<file path="config.mk">
export PLATFORM = sky130hd
export DESIGN_NAME = avl_mm_rr_mux
export DESIGN_NICKNAME = d
export VERILOG_FILES = /design/src/rtl/avl_mm_pkg.sv /design/src/rtl/avl_mm_idx_fifo.sv /design/src/rtl/avl_mm_rr_mux.sv
export SDC_FILE = /design/constraint.sdc
export NUM_CORES = 1
export LEC_CHECK = 0
export ABC_AREA = 1
export BUFFER_PORTS_ARGS = -buffer_cell sky130_fd_sc_hd__buf_2
export CAP_MARGIN = 0
export CORE_AREA = 2 2 114 116
export CTS_CLUSTER_DIAMETER = 100
export DETAILED_ROUTE_END_ITERATION = 10
export DIE_AREA = 0 0 116 118
export PLACE_DENSITY = 0.55
export SETUP_SLACK_MARGIN = 0.5
export SYNTH_ARGS = -nofsm -noshare
export SYNTH_HDL_FRONTEND = slang
export SYNTH_SLANG_ARGS = --single-unit
</file>
<file path="constraint.sdc">
create_clock -name clk_clk -period 2.9 [get_ports clk_clk]
set_input_delay 0.435 -clock clk_clk [delete_from_list [all_inputs] [get_ports clk_clk]]
set_output_delay 0.435 -clock clk_clk [all_outputs]
set_load 0.02 [all_outputs]
</file>
<file path="src/rtl/avl_mm_pkg.sv">
// Shared definitions for the Avalon-MM host multiplexer: response codes and index sizing.
package avl_mm_pkg;

   localparam logic [1:0] AVL_RESP_OKAY   = 2'b00;
   localparam logic [1:0] AVL_RESP_SLVERR = 2'b10;
   localparam logic [1:0] AVL_RESP_DECERR = 2'b11;

   // Bits needed to name one of n hosts; never narrower than one bit.
   function automatic int unsigned host_idx_w(input int unsigned n);
      return (n > 1) ? $clog2(n) : 1;
   endfunction

endpackage

</file>
<file path="src/rtl/avl_mm_idx_fifo.sv">
// Small synchronous FIFO of host indices, used to route read data back in issue order.
module avl_mm_idx_fifo #(
   parameter  int unsigned DEPTH = 4,
   parameter  int unsigned W     = 1,
   localparam int unsigned PTR_W = $clog2(DEPTH),
   localparam int unsigned CNT_W = $clog2(DEPTH) + 1
) (
   input  logic             clk,
   input  logic             rst_n,
   input  logic             push,
   input  logic [W-1:0]     push_data,
   input  logic             pop,
   output logic [W-1:0]     head,
   output logic [CNT_W-1:0] count,
   output logic             full,
   output logic             empty
);

   logic [W-1:0]     mem_q [DEPTH];
   logic [W-1:0]     mem_d [DEPTH];
   logic [PTR_W-1:0] wr_q, wr_d;
   logic [PTR_W-1:0] rd_q, rd_d;
   logic [CNT_W-1:0] cnt_q, cnt_d;
   logic             do_push, do_pop;

   // Status flags and head-of-queue view.
   always_comb begin
      full  = (cnt_q == CNT_W'(DEPTH));
      empty = (cnt_q == '0);
      head  = mem_q[rd_q];
      count = cnt_q;
   end

   // Next-state: pointers wrap naturally because DEPTH is a power of two.
   always_comb begin
      mem_d   = mem_q;
      wr_d    = wr_q;
      rd_d    = rd_q;
      cnt_d   = cnt_q;
      do_push = push & ~full;
      do_pop  = pop & ~empty;
      if (do_push) begin
         mem_d[wr_q] = push_data;
         wr_d        = wr_q + PTR_W'(1);
      end
      if (do_pop) begin
         rd_d = rd_q + PTR_W'(1);
      end
      case ({do_push, do_pop})
         2'b10:   cnt_d = cnt_q + CNT_W'(1);
         2'b01:   cnt_d = cnt_q - CNT_W'(1);
         default: cnt_d = cnt_q;
      endcase
   end

   // State registers.
   always_ff @(posedge clk or negedge rst_n) begin
      if (!rst_n) begin
         for (int i = 0; i < int'(DEPTH); i++) begin
            mem_q[i] <= '0;
         end
         wr_q  <= '0;
         rd_q  <= '0;
         cnt_q <= '0;
      end else begin
         mem_q <= mem_d;
         wr_q  <= wr_d;
         rd_q  <= rd_d;
         cnt_q <= cnt_d;
      end
   end

endmodule

</file>
<file path="src/rtl/avl_mm_rr_mux.sv">
// N-host to 1-agent Avalon-MM pipelined multiplexer with round-robin arbitration
// and in-order read-return routing. Request and response paths are combinational.
module avl_mm_rr_mux
   import avl_mm_pkg::*;
#(
   parameter  int unsigned N_HOSTS   = 2,
   parameter  int unsigned ADDR_W    = 32,
   parameter  int unsigned DATA_W    = 32,
   parameter  int unsigned MAX_OUTST = 4,
   localparam int unsigned BE_W      = DATA_W / 8,
   localparam int unsigned IDX_W     = host_idx_w(N_HOSTS),
   localparam int unsigned CNT_W     = $clog2(MAX_OUTST) + 1
) (
   input  logic                      clk_clk,
   input  logic                      reset_reset_n,
   input  logic [N_HOSTS*ADDR_W-1:0] h_address,
   input  logic [N_HOSTS*DATA_W-1:0] h_writedata,
   input  logic [N_HOSTS*BE_W-1:0]   h_byteenable,
   input  logic [N_HOSTS-1:0]        h_read,
   input  logic [N_HOSTS-1:0]        h_write,
   output logic [N_HOSTS-1:0]        h_waitrequest,
   output logic [DATA_W-1:0]         h_readdata,
   output logic [N_HOSTS-1:0]        h_readdatavalid,
   output logic [1:0]                h_response,
   output logic [ADDR_W-1:0]         a_address,
   output logic [DATA_W-1:0]         a_writedata,
   output logic [BE_W-1:0]           a_byteenable,
   output logic                      a_read,
   output logic                      a_write,
   input  logic                      a_waitrequest,
   input  logic [DATA_W-1:0]         a_readdata,
   input  logic                      a_readdatavalid,
   input  logic [1:0]                a_response,
   output logic [CNT_W-1:0]          outst_cnt,
   output logic                      err_orphan
);

   logic [IDX_W-1:0]   rr_ptr_q, rr_ptr_d;
   logic [IDX_W-1:0]   lock_idx_q, lock_idx_d;
   logic               lock_q, lock_d;
   logic               err_orphan_q, err_orphan_d;

   logic [N_HOSTS-1:0] req_c, elig_c;
   logic [IDX_W-1:0]   grant_c, head_c;
   logic               g_read_c, g_write_c, accept_c, push_c, pop_c;
   logic               fifo_full, fifo_empty;
   logic [CNT_W-1:0]   fifo_cnt;

   // First eligible requester strictly after ptr, wrapping; returns ptr when none.
   function automatic logic [IDX_W-1:0] rr_pick(input logic [N_HOSTS-1:0] r,
                                                input logic [IDX_W-1:0]   ptr);
      logic [IDX_W-1:0] sel;
      logic             found;
      int unsigned      j;
      sel   = ptr;
      found = 1'b0;
      for (int unsigned k = 1; k <= N_HOSTS; k++) begin
         j = (32'(ptr) + k) % N_HOSTS;
         if (!found && r[IDX_W'(j)]) begin
            sel   = IDX_W'(j);
            found = 1'b1;
         end
      end
      return sel;
   endfunction

   // Arbitration: reads blocked by a full tracker are not eligible, so writes can still win.
   always_comb begin
      req_c     = h_read | h_write;
      elig_c    = req_c & ~(h_read & {N_HOSTS{fifo_full}});
      grant_c   = lock_q ? lock_idx_q : rr_pick(elig_c, rr_ptr_q);
      g_read_c  = h_read[grant_c] & ~fifo_full;
      g_write_c = h_write[grant_c] & ~h_read[grant_c];
      accept_c  = (g_read_c | g_write_c) & ~a_waitrequest;
      push_c    = g_read_c & ~a_waitrequest;
      pop_c     = a_readdatavalid & ~fifo_empty;
   end

   // Agent-side request mux and host-side stall/return routing.
   always_comb begin
      a_read       = g_read_c;
      a_write      = g_write_c;
      a_address    = h_address[32'(grant_c) * ADDR_W +: ADDR_W];
      a_writedata  = h_writedata[32'(grant_c) * DATA_W +: DATA_W];
      a_byteenable = h_byteenable[32'(grant_c) * BE_W +: BE_W];
      h_readdata   = a_readdata;
      h_response   = a_response;
      for (int i = 0; i < int'(N_HOSTS); i++) begin
         h_waitrequest[i]   = ~(accept_c && (grant_c == IDX_W'(i)));
         h_readdatavalid[i] = pop_c && (head_c == IDX_W'(i));
      end
      outst_cnt  = fifo_cnt;
      err_orphan = err_orphan_q;
   end

   // Next-state for pointer, grant lock and sticky orphan flag.
   always_comb begin
      lock_d       = (g_read_c | g_write_c) & a_waitrequest;
      lock_idx_d   = grant_c;
      rr_ptr_d     = accept_c ? grant_c : rr_ptr_q;
      err_orphan_d = err_orphan_q | (a_readdatavalid & fifo_empty);
   end

   // State registers.
   always_ff @(posedge clk_clk or negedge reset_reset_n) begin
      if (!reset_reset_n) begin
         rr_ptr_q     <= IDX_W'(N_HOSTS - 1);
         lock_idx_q   <= '0;
         lock_q       <= 1'b0;
         err_orphan_q <= 1'b0;
      end else begin
         rr_ptr_q     <= rr_ptr_d;
         lock_idx_q   <= lock_idx_d;
         lock_q       <= lock_d;
         err_orphan_q <= err_orphan_d;
      end
   end

   // In-order record of which host owns each outstanding read.
   avl_mm_idx_fifo #(
      .DEPTH (MAX_OUTST),
      .W     (IDX_W)
   ) u_idx_fifo (
      .clk       (clk_clk),
      .rst_n     (reset_reset_n),
      .push      (push_c),
      .push_data (grant_c),
      .pop       (pop_c),
      .head      (head_c),
      .count     (fifo_cnt),
      .full      (fifo_full),
      .empty     (fifo_empty)
   );

endmodule

</file>
==> results.cfg <==
[detailed_routing]
drt-initial-drc-count = 53
vias = 2927
route.final.wire_length_um = 10100
routedWlPerCell_um = 13.5
vias_per_cell = 3.92
drc = 0
first_pass_iters = 6
ant_nets = 0

[cells_and_area]
layout_commonest_cell = nand2_1
fin_util = 0.326
final_cell_mix = nand2_1, buf_2, buf_4
antenna_cells = 0
fin_nets = 760
layout.cells.non_filler = 747
drive_above_1_share = 0.551
area_delta_synth_final_pct = 94.3

[critical_path]
path_class = flip-flop to output pin
cpPeakStageDelay_ns = 0.55
arrival_ns = 1.96
worstSetupEndpointType = output pin
crit_chain = inv_1, nor2_1, nand2_2, nand3_4, nand2_8, buf_12, clkinv_16, clkbuf_16, nand4_1, buf_6
start_kind = flip-flop
r2r_cells = 15
r2r-start = rr_ptr_q
rr_endpoint = u_idx_fifo.count[2]
slowest_stage = dfstp_2
worstPathRequired_ns = 2.47
crit_fanout = 6
reg2reg_slack_ns = 0.55

[sta]
setup_violations = 0
finalSetupTns_ns = 0
report.final.hold_viol_count = 0
max_slew_margin = 0.761
rsz0062_at_grt = true
tightest_slew_ns = 0.358
clock-skew-final_ns = 0.00357
min_period_ns = 2.39
finalMaxSlewViolations = 0
period_share = 0.825
fmax_mhz = 418

[floorplanning]
start_util = 0.168
fp.dieW_um = 116
fp.dieH_um = 118
dieArea_sq_mm = 0.0137
core-area_sq_mm = 0.0124
io_pins = 290
rows = 41

[clock_tree]
htreeDepth = 1
root_buffer = clkbuf_16
cts_made_buffers = 3
cts.clk_slew.worst_paths_ns = 0.05
clkLatencyLatePin_ns = 0.24
clock_path_buffers = 2
clock_sinks = 15
cts_tree = done

[synthesis]
postSynthCellCount = 369
synthesis.area_sq_mm = 0.00208
syn-num-nets = 553
yosysSeqAreaShare = 0.181
syn_avg_cell_area_sq_um = 5.65
synth-seq-cells = 15
synthDistinctLibCells = 26
ys_warn_count = 0

[placed_design]
place_inst = 718
gp_congestion = 0.736
port_buffers = 221
dp.final_hpwl_um = 7180

[global_routing]
grt_usage = 0.116
antenna_found_initial = 0
grt_pass1_wl_um = 12600
grt_pass1_vias = 2603
grt-ovfl-total = 0
grt_start_max_net_pins = 31

[power_and_ir_drop]
leakage_nw = 2.41
switching_share = 0.523
p_int_w = 0.00269
combPwrFrac = 0.880
power.density_mw_per_mm2 = 1400
power_switching_w = 0.00296
sequentialPowerShare = 0.072
peakVddDrop_mv = 0.440
clkPwrFrac = 0.048

[hold_path]
hp-class = input port to asynchronous set/reset pin

[run_status]
status = finished, final reports clean

[flow_run]
cap_violations = 0
==> Yosys cell counts <==
library cell,number,area share
inv_1,18,0.032
nand3_1,9,0.022
xnor2_1,1,0.0042
o21ai_0,2,0.0048
a21oi_1,3,0.0072
dfrtp_1,14,0.17
buf_6,2,0.011
nand2_1,234,0.42
nand3_2,1,0.0048
dfstp_2,1,0.013
a32oi_1,1,0.0042
nor2_4,1,0.0054
nand4_1,6,0.018
nor2_8,1,0.0096
nand3_4,2,0.017
inv_2,3,0.0054
buf_2,6,0.014
xor2_1,2,0.0084
o21ai_1,1,0.0024
buf_4,41,0.15
nor2_1,9,0.016
nand2_4,3,0.016
ha_1,5,0.030
a31o_2,1,0.0042
nand2_2,1,0.0030
fa_1,1,0.0096
==> power by group through the flow <==
stage | clock network [W] | logic, W | registers, W
floorplan | 0 | 0.00231 | 0.000423
global placement | 0 | 0.00330 | 0.000407
detailed placement | 0 | 0.00329 | 0.000409
CTS | 0.000281 | 0.00356 | 0.000408
global route | 0.000289 | 0.00539 | 0.000423
finish | 0.000270 | 0.00498 | 0.000407
==> critical path, delay by kind of cell (launching register included) <==
kind	cells	cell delay, ns
flops	1	0.55
buf+inv	5	0.62
simple gates	5	0.54
==> layer usage <==
| layer | vias up | part of all wire | GRT usage | routed length (um) |
|---|---|---|---|---|
| met5 | - | 0 | 0 | 0 |
| met4 | 0 | 0.016 | 0.0223 | 160 |
| met3 | 20 | 0.090 | 0.0309 | 911 |
| met2 | 131 | 0.51 | 0.211 | 5120 |
| met1 | 1277 | 0.39 | 0.135 | 3920 |
| li1 | 1499 | - | - | - |
==> logic make-up after synthesis <==
group,after synthesis,share of synthesized area
AO/OA/AOI/OAI,8,0.0228
AND/OR/NAND/NOR,267,0.533
buffers and inverters,70,0.211
flip-flops,15,0.181
XOR/XNOR,3,0.0126
adder cells (fa/ha/maj),6,0.0396
==> sequential cells by signal, indices dropped and copies added (netlist names) <==
name / count
u_idx_fifo.rd_q: 2
u_idx_fifo.wr_q: 2
u_idx_fifo.mem_q: 4
rr_ptr_q: 1
lock_idx_q: 1
err_orphan: 1
u_idx_fifo.count: 3
lock_q: 1
==> what timing repair did <==
item	CTS	global route
buffers inserted	4	11
resized for setup	14	170
gates cloned	1	9
hold buffers	0	0
setup endpoints to repair	72	73
pin swaps	1	17
==> layout make-up <==
type                            count  area (sq um)
Multi-Input combinational cell    284          1460
Fill cell                        1390          8370
Clock buffer                        3          75.1
Tap cell                          172           215
Sequential cell                    15           378
Inverter                           21           105
Timing Repair inverter              1          11.3
Clock inverter                      1          7.51
Timing Repair Buffer              250          1800
==> per-stage QoR <==
stage | hold WS, ns | worst slack, ns | power, W | area [sq um]
2_1_floorplan | 0.139 | 0.566 | 0.00273 | 2080
3_3_place_gp | 0.367 | 0.436 | 0.00370 | 3080
3_5_place_dp | 0.365 | 0.403 | 0.00370 | 3080
4_1_cts | 0.0997 | 0.465 | 0.00425 | 3270
5_1_grt | 0.115 | 0.372 | 0.00610 | 4050
6_report | 0.0934 | 0.509 | 0.00565 | 4050
==> how the worst max path moves through the flow <==
| stage | startpoint | to | slack [ns] | depth (start not counted) |
|---|---|---|---|---|
| 3_5_place_dp | h_read[0] | u_idx_fifo.count[2] | 0.40 | 16 |
| 3_3_place_gp | h_read[0] | u_idx_fifo.count[2] | 0.44 | 16 |
| 4_1_cts | u_idx_fifo.count[0] | u_idx_fifo.count[2] | 0.46 | 15 |
| 6_report | rr_ptr_q | h_waitrequest[0] | 0.51 | 10 |
| 5_1_grt | u_idx_fifo.count[1] | u_idx_fifo.count[2] | 0.37 | 16 |
| 2_1_floorplan | u_idx_fifo.count[1] | u_idx_fifo.count[2] | 0.57 | 15 |
Power figures use the tool's default switching activity.
